[src/rtl/mem_arbiter_if.sv]
// Client request/acknowledge and memory strobe signals of mem_arbiter.
// Latency: none, this file holds only wires.
// Backpressure: clients hold Req until Ack. The memory never stalls.
//
// Ports (parameters AddrSize, DataSize):
//   Req0/Req1, RW0/RW1, Addr0/Addr1, Din0/Din1   client request side
//   Ack0/Ack1, RdData, RdValid                   completion back to clients
//   Mem_Valid, Mem_R_W, Mem_Addr, Mem_Din        strobe to the memory
//   Mem_Dout                                     registered read data from the memory
// The slave modport is the arbiter's view. The master modport is the
// surrounding clients plus the memory.
interface mem_arbiter_if #(
    parameter int AddrSize = 8,
    parameter int DataSize = 32
);
    logic                Req0;
    logic                Req1;
    logic                RW0;
    logic                RW1;
    logic [AddrSize-1:0] Addr0;
    logic [AddrSize-1:0] Addr1;
    logic [DataSize-1:0] Din0;
    logic [DataSize-1:0] Din1;
    logic                Ack0;
    logic                Ack1;
    logic [DataSize-1:0] RdData;
    logic                RdValid;
    logic                Mem_Valid;
    logic                Mem_R_W;
    logic [AddrSize-1:0] Mem_Addr;
    logic [DataSize-1:0] Mem_Din;
    logic [DataSize-1:0] Mem_Dout;

    modport slave (
        input  Req0, Req1, RW0, RW1, Addr0, Addr1, Din0, Din1, Mem_Dout,
        output Ack0, Ack1, RdData, RdValid, Mem_Valid, Mem_R_W, Mem_Addr, Mem_Din
    );

    modport master (
        output Req0, Req1, RW0, RW1, Addr0, Addr1, Din0, Din1, Mem_Dout,
        input  Ack0, Ack1, RdData, RdValid, Mem_Valid, Mem_R_W, Mem_Addr, Mem_Din
    );
endinterface

[src/rtl/mem_arbiter.sv]
// Two-requester arbiter that serialises requests onto one single-port memory.
// Latency: Req sampled in IDLE at cycle t gives Mem_Valid in t+1 and Ack/RdValid/RdData in t+3.
// Backpressure: requests wait, held high, until acked. One access every 4 cycles.
//
// Ports: Clk (rising edge), Reset (synchronous, active-high), bus (mem_arbiter_if.slave).
// Optional macro MEM_ARB_FIXED_PRIO_EN selects fixed priority, where requester 0
// always wins contention. When it is undefined, the arbiter alternates winners
// under contention.
module mem_arbiter #(
    parameter int AddrSize = 8,
    parameter int DataSize = 32
) (
    input logic          Clk,
    input logic          Reset,
    mem_arbiter_if.slave bus
);

    localparam logic [1:0] IDLE    = 2'd0;
    localparam logic [1:0] ACCESS  = 2'd1;
    localparam logic [1:0] CAPTURE = 2'd2;
    localparam logic [1:0] ACK     = 2'd3;

    logic [1:0]          state_q,     state_d;
    logic                gnt_q,       gnt_d;
    logic                ack0_q,      ack0_d;
    logic                ack1_q,      ack1_d;
    logic                rd_valid_q,  rd_valid_d;
    logic [DataSize-1:0] rd_data_q,   rd_data_d;
    logic                mem_valid_q, mem_valid_d;
    logic                mem_r_w_q,   mem_r_w_d;
    logic [AddrSize-1:0] mem_addr_q,  mem_addr_d;
    logic [DataSize-1:0] mem_din_q,   mem_din_d;
    logic                win;
`ifdef MEM_ARB_FIXED_PRIO_EN
`else
    logic                last_gnt_q,  last_gnt_d;
`endif

    always_comb begin
        state_d     = state_q;
        gnt_d       = gnt_q;
        rd_data_d   = rd_data_q;
        mem_r_w_d   = mem_r_w_q;
        mem_addr_d  = mem_addr_q;
        mem_din_d   = mem_din_q;
        // The strobe and the completion flags are single-cycle pulses, so they default low.
        mem_valid_d = 1'b0;
        ack0_d      = 1'b0;
        ack1_d      = 1'b0;
        rd_valid_d  = 1'b0;
`ifdef MEM_ARB_FIXED_PRIO_EN
        win         = ~bus.Req0;
`else
        last_gnt_d  = last_gnt_q;
        // When both requesters are high, the winner is the one that was not granted last time.
        win         = (bus.Req0 & bus.Req1) ? ~last_gnt_q : bus.Req1;
`endif

        case (state_q)
            IDLE: begin
                if (bus.Req0 | bus.Req1) begin
                    gnt_d       = win;
                    mem_r_w_d   = win ? bus.RW1   : bus.RW0;
                    mem_addr_d  = win ? bus.Addr1 : bus.Addr0;
                    mem_din_d   = win ? bus.Din1  : bus.Din0;
                    mem_valid_d = 1'b1;
                    state_d     = ACCESS;
`ifdef MEM_ARB_FIXED_PRIO_EN
`else
                    last_gnt_d  = win;
`endif
                end
            end
            ACCESS: begin
                state_d = CAPTURE;
            end
            CAPTURE: begin
                // The memory registered its read data at the end of ACCESS.
                if (!mem_r_w_q) begin
                    rd_data_d = bus.Mem_Dout;
                end
                ack0_d     = ~gnt_q;
                ack1_d     = gnt_q;
                rd_valid_d = ~mem_r_w_q;
                state_d    = ACK;
            end
            ACK: begin
                state_d = IDLE;
            end
            default: begin
                state_d = IDLE;
            end
        endcase
    end

    always_ff @(posedge Clk) begin
        if (Reset) begin
            state_q     <= IDLE;
            gnt_q       <= 1'b0;
            ack0_q      <= 1'b0;
            ack1_q      <= 1'b0;
            rd_valid_q  <= 1'b0;
            rd_data_q   <= '0;
            mem_valid_q <= 1'b0;
            mem_r_w_q   <= 1'b0;
            mem_addr_q  <= '0;
            mem_din_q   <= '0;
`ifdef MEM_ARB_FIXED_PRIO_EN
`else
            // Requester 0 wins the first contention after reset.
            last_gnt_q  <= 1'b1;
`endif
        end else begin
            state_q     <= state_d;
            gnt_q       <= gnt_d;
            ack0_q      <= ack0_d;
            ack1_q      <= ack1_d;
            rd_valid_q  <= rd_valid_d;
            rd_data_q   <= rd_data_d;
            mem_valid_q <= mem_valid_d;
            mem_r_w_q   <= mem_r_w_d;
            mem_addr_q  <= mem_addr_d;
            mem_din_q   <= mem_din_d;
`ifdef MEM_ARB_FIXED_PRIO_EN
`else
            last_gnt_q  <= last_gnt_d;
`endif
        end
    end

    assign bus.Ack0      = ack0_q;
    assign bus.Ack1      = ack1_q;
    assign bus.RdValid   = rd_valid_q;
    assign bus.RdData    = rd_data_q;
    assign bus.Mem_Valid = mem_valid_q;
    assign bus.Mem_R_W   = mem_r_w_q;
    assign bus.Mem_Addr  = mem_addr_q;
    assign bus.Mem_Din   = mem_din_q;

endmodule

[src/flat_wrapper.sv]
// flat-port wrapper written by rule: the top's interface ports become plain ports
module mem_arbiter_flat 
#(
    parameter int AddrSize = 8,
    parameter int DataSize = 32
)
  (Clk, Reset, bus_Req0, bus_Req1, bus_RW0, bus_RW1, bus_Addr0, bus_Addr1, bus_Din0, bus_Din1, bus_Mem_Dout, bus_Ack0, bus_Ack1, bus_RdData, bus_RdValid, bus_Mem_Valid, bus_Mem_R_W, bus_Mem_Addr, bus_Mem_Din);
  mem_arbiter_if #(.AddrSize(AddrSize), .DataSize(DataSize)) bus_i ();
  input logic Clk;
  input logic Reset;
  input wire logic [$bits(bus_i.Req0)-1:0] bus_Req0;
  input wire logic [$bits(bus_i.Req1)-1:0] bus_Req1;
  input wire logic [$bits(bus_i.RW0)-1:0] bus_RW0;
  input wire logic [$bits(bus_i.RW1)-1:0] bus_RW1;
  input wire logic [$bits(bus_i.Addr0)-1:0] bus_Addr0;
  input wire logic [$bits(bus_i.Addr1)-1:0] bus_Addr1;
  input wire logic [$bits(bus_i.Din0)-1:0] bus_Din0;
  input wire logic [$bits(bus_i.Din1)-1:0] bus_Din1;
  input wire logic [$bits(bus_i.Mem_Dout)-1:0] bus_Mem_Dout;
  output wire logic [$bits(bus_i.Ack0)-1:0] bus_Ack0;
  output wire logic [$bits(bus_i.Ack1)-1:0] bus_Ack1;
  output wire logic [$bits(bus_i.RdData)-1:0] bus_RdData;
  output wire logic [$bits(bus_i.RdValid)-1:0] bus_RdValid;
  output wire logic [$bits(bus_i.Mem_Valid)-1:0] bus_Mem_Valid;
  output wire logic [$bits(bus_i.Mem_R_W)-1:0] bus_Mem_R_W;
  output wire logic [$bits(bus_i.Mem_Addr)-1:0] bus_Mem_Addr;
  output wire logic [$bits(bus_i.Mem_Din)-1:0] bus_Mem_Din;
  assign bus_i.Req0 = bus_Req0;
  assign bus_i.Req1 = bus_Req1;
  assign bus_i.RW0 = bus_RW0;
  assign bus_i.RW1 = bus_RW1;
  assign bus_i.Addr0 = bus_Addr0;
  assign bus_i.Addr1 = bus_Addr1;
  assign bus_i.Din0 = bus_Din0;
  assign bus_i.Din1 = bus_Din1;
  assign bus_i.Mem_Dout = bus_Mem_Dout;
  assign bus_Ack0 = bus_i.Ack0;
  assign bus_Ack1 = bus_i.Ack1;
  assign bus_RdData = bus_i.RdData;
  assign bus_RdValid = bus_i.RdValid;
  assign bus_Mem_Valid = bus_i.Mem_Valid;
  assign bus_Mem_R_W = bus_i.Mem_R_W;
  assign bus_Mem_Addr = bus_i.Mem_Addr;
  assign bus_Mem_Din = bus_i.Mem_Din;
  mem_arbiter #(.AddrSize(AddrSize), .DataSize(DataSize)) u_core (.Clk(Clk), .Reset(Reset), .bus(bus_i));
endmodule
[config.mk]
export PLATFORM = sky130hd
export DESIGN_NAME = mem_arbiter_flat
export DESIGN_NICKNAME = d
export VERILOG_FILES = /design/src/rtl/mem_arbiter_if.sv /design/src/rtl/mem_arbiter.sv /design/src/flat_wrapper.sv
export SDC_FILE = /design/constraint.sdc
export NUM_CORES = 1
export LEC_CHECK = 0
export BUFFER_PORTS_ARGS = -buffer_cell sky130_fd_sc_hd__buf_2
export CAP_MARGIN = 5
export CORE_ASPECT_RATIO = 0.5
export CORE_MARGIN = 4
export CORE_UTILIZATION = 47
export DETAILED_ROUTE_END_ITERATION = 16
export GPL_ROUTABILITY_DRIVEN = 0
export PLACE_DENSITY = 0.85
export SLEW_MARGIN = 0
export SYNTH_ARGS = -nofsm -noshare
export SYNTH_HDL_FRONTEND = slang
export SYNTH_SLANG_ARGS = --single-unit
[constraint.sdc]
create_clock -name Clk -period 3.5 [get_ports Clk]
set_clock_uncertainty 0.05 [all_clocks]
set_input_delay 0.525 -clock Clk [delete_from_list [all_inputs] [get_ports Clk]]
set_output_delay 0.525 -clock Clk [all_outputs]
set_load 0.005 [all_outputs]
==> metrics.yaml <==
antenna_cells: 0
synth.ff_latch_count: 81
timing.slew.headroom_pct: 24.4
ys_dominant_reg_cell: "sky130_fd_sc_hd__dfxtp_1"
reg2reg_setup_slack_ps: 1630
grt_setup_unrepaired: "no"
post_synthesis_mean_instance_area_um2: 8.50
postCtsHoldBufs: 0
report.final.hold_viol_count: 0
worst-slew-pin-transition_ps: 1130
antenna_found_initial: 0
clk_path_buf_depth: 2
yosysWarningCount: 0
cts_tree: "yes"
die_h_um: 68.2
dp_slack_ps: 1320
synth_cell_type_count: 26
cp.arrival_ps: 2060
drive_gt1_share_pct: 44.1
grt_start_max_net_pins: 82
crit_required_ps: 3690
layout.cells.most_common: "sky130_fd_sc_hd__buf_2"
die-area_um2: 8760
placedInstanceArea_um2: 4350
layout_common_cells: "193 x sky130_fd_sc_hd__buf_2, 105 x sky130_fd_sc_hd__nand2_1, 81 x sky130_fd_sc_hd__dfxtp_1"
core_region_area_um2: 6860
remaining_drc_errors: 0
maxCapViolations: 0
mappedNetlistArea_um2: 3410
port_buffers: 194
clock_insertion_delay_worst_skew_ps: 330
synthesis.nets: 521
post_cts.repair.setup_buffers: 0
critPathMaxFanout: 42
critical_path.reg2reg.startpoint: "u_core.last_gnt_q"
global_route_wire_length_before_repair_um: 14700
crit_type: "in -> reg"
r2r.worst_path.cells: 3
average_vias_per_placed_instance: 5.05
ctsResizeCount: 0
num_rows: 21
holdCritStartpoint: "bus_Mem_Dout[29]"
initial_util_pct: 49.7
grt.overflow.total: 0
design.portCount: 195
clock.fmax_mhz: 534
run_status: "finished clean"
floorplan.die.width_um: 128
drtPass1Iterations: 4
track_usage_pct: 21.0
critical_path.reg2reg.endpoint: "u_core.bus.Mem_Din[14]"
number_of_global_route_vias_before_repair: 3335
timing.final.crit_period_ps: 1870
cellLeakagePower_nw: 2.19
timing.critical_path.to_type: "flop"
timing.final.crit_share_pct: 53.5
dp_hpwl_um: 6570
post_route_cell_area_um2: 4610
layout.cells.non_filler: 673
timing.critical_path.from_type: "input pin"
num-nets-final: 696
worstHoldPathType: "in -> reg"
clk_pin_slew_ps: 60
placed_cells_incl_taps: 657
postSynth.asyncResetShare_pct: 0
setup_tns_ps: 0
vdd_drop_max_uv: 347
numClockSinks: 81
area_growth_syn_to_layout_pct: 35.1
power_density_nw_per_um2: 784
worst_hold_path.endpoint: "u_core.bus.RdData[29]"
dr_wl_cell_um: 13.9
synth_enable_flop_cells: 0
final_antenna_net_count: 0
fillerInstances: 587
seq_area_frac_synth_pct: 47.6
wl_um: 9360
synthesis.instances: 401
cts_made_buffers: 9
routed-via-count: 3397
iter_0_drt_violations: 206
number_of_cells_on_the_worst_hold_path: 3
maxSlewViolCount: 0
htreeDepth: 3
report.final.setup_viol: 0
fin_ws_ps: 1630
clockRootBuffer: "sky130_fd_sc_hd__clkbuf_16"
area by class of cell:
cell class	count	area, um2	area share, %
sequential	81	1620	35.2
multi-input combinational	283	1600	34.6
clock buffer	12	236	5.13
timing repair buffer	199	1010	21.9
clock inverter	4	20.0	0.435
inverter	2	7.51	0.163
tap	92	115	2.50
worst max-delay path, stage by stage:
cell and delay [ps]:
sky130_fd_sc_hd__buf_2 150, sky130_fd_sc_hd__a21boi_4 910, sky130_fd_sc_hd__a21oi_1 220, sky130_fd_sc_hd__a211oi_2 250
how the worst max path moves through the flow:
stage,slack (ps),from,end
after floorplan,2000,bus_Req0,u_core.bus.Mem_Din[23]
after global placement,1370,bus_Req1,u_core.bus.Mem_R_W
after detailed placement,1320,bus_Req1,u_core.bus.Mem_Din[2]
after CTS,1650,u_core.last_gnt_q,u_core.bus.Mem_Din[14]
after global routing,1480,u_core.last_gnt_q,u_core.bus.Mem_Din[12]
final,1630,bus_Req1,u_core.bus.Mem_Din[14]
report_power, final:
part	switching [mW]	total, mW	internal [mW]
Clock	0.345	0.821	0.476
Combinational	0.846	1.45	0.606
Sequential	0.137	1.34	1.20
Total	1.33	3.61	2.28
state kept, by name (all words and copies together) (netlist names):
| register | cells |
|---|---|
| u_core.bus.Ack0 | 1 |
| u_core.bus.Mem_Din | 32 |
| u_core.gnt_q | 1 |
| u_core.bus.Mem_Valid | 1 |
| u_core.bus.Mem_R_W | 1 |
| u_core.bus.Ack1 | 1 |
| u_core.bus.Mem_Addr | 8 |
| u_core.last_gnt_q | 1 |
| u_core.bus.RdData | 32 |
| u_core.state_q | 2 |
| u_core.bus.RdValid | 1 |
Yosys cell counts (2+ instances only):
cell type	count	area [um2]
sky130_fd_sc_hd__a21oi_1	73	365
sky130_fd_sc_hd__inv_1	2	7.51
sky130_fd_sc_hd__buf_2	18	90.1
sky130_fd_sc_hd__ha_1	2	25.0
sky130_fd_sc_hd__nor3b_1	2	15.0
sky130_fd_sc_hd__nor2_1	46	173
sky130_fd_sc_hd__dfxtp_1	81	1620
sky130_fd_sc_hd__nand2_1	105	394
sky130_fd_sc_hd__clkbuf_1	12	45.0
sky130_fd_sc_hd__a211oi_1	3	22.5
sky130_fd_sc_hd__a211oi_2	39	488
sky130_fd_sc_hd__buf_6	4	45.0
cells by family (layout without fill, tap and decap cells):
group                      Yosys count  in the layout  synth area share, %
buffers and inverters               37            217                 5.72
DFF                                 81             81                 47.6
and+or+nand+nor                    158            158                 18.0
adders and majority gates            2              2                0.734
muxes                                1              1                0.294
AOI/OAI and AO/OA                  122            122                 27.7
through the flow:
stage | util [%] | power (mW) | hold WS [ps]
4_1_cts | 67.2 | 3.65 | 367
2_1_floorplan | - | 2.35 | 365
6_report | 67.2 | 3.61 | 376
3_5_place_dp | 63.4 | 2.83 | 387
5_1_grt | 67.2 | 3.89 | 381
3_3_place_gp | 63.4 | 2.78 | 379
per-layer routing:
layer	wire length, um	up-vias	track usage (%)
li1	-	1695	-
met3	796	19	6.86
met1	3560	1549	22.1
met5	0	-	0
met4	231	0	11.4
met2	4780	134	38.3
No activity file was read; power rests on OpenSTA's default activity.
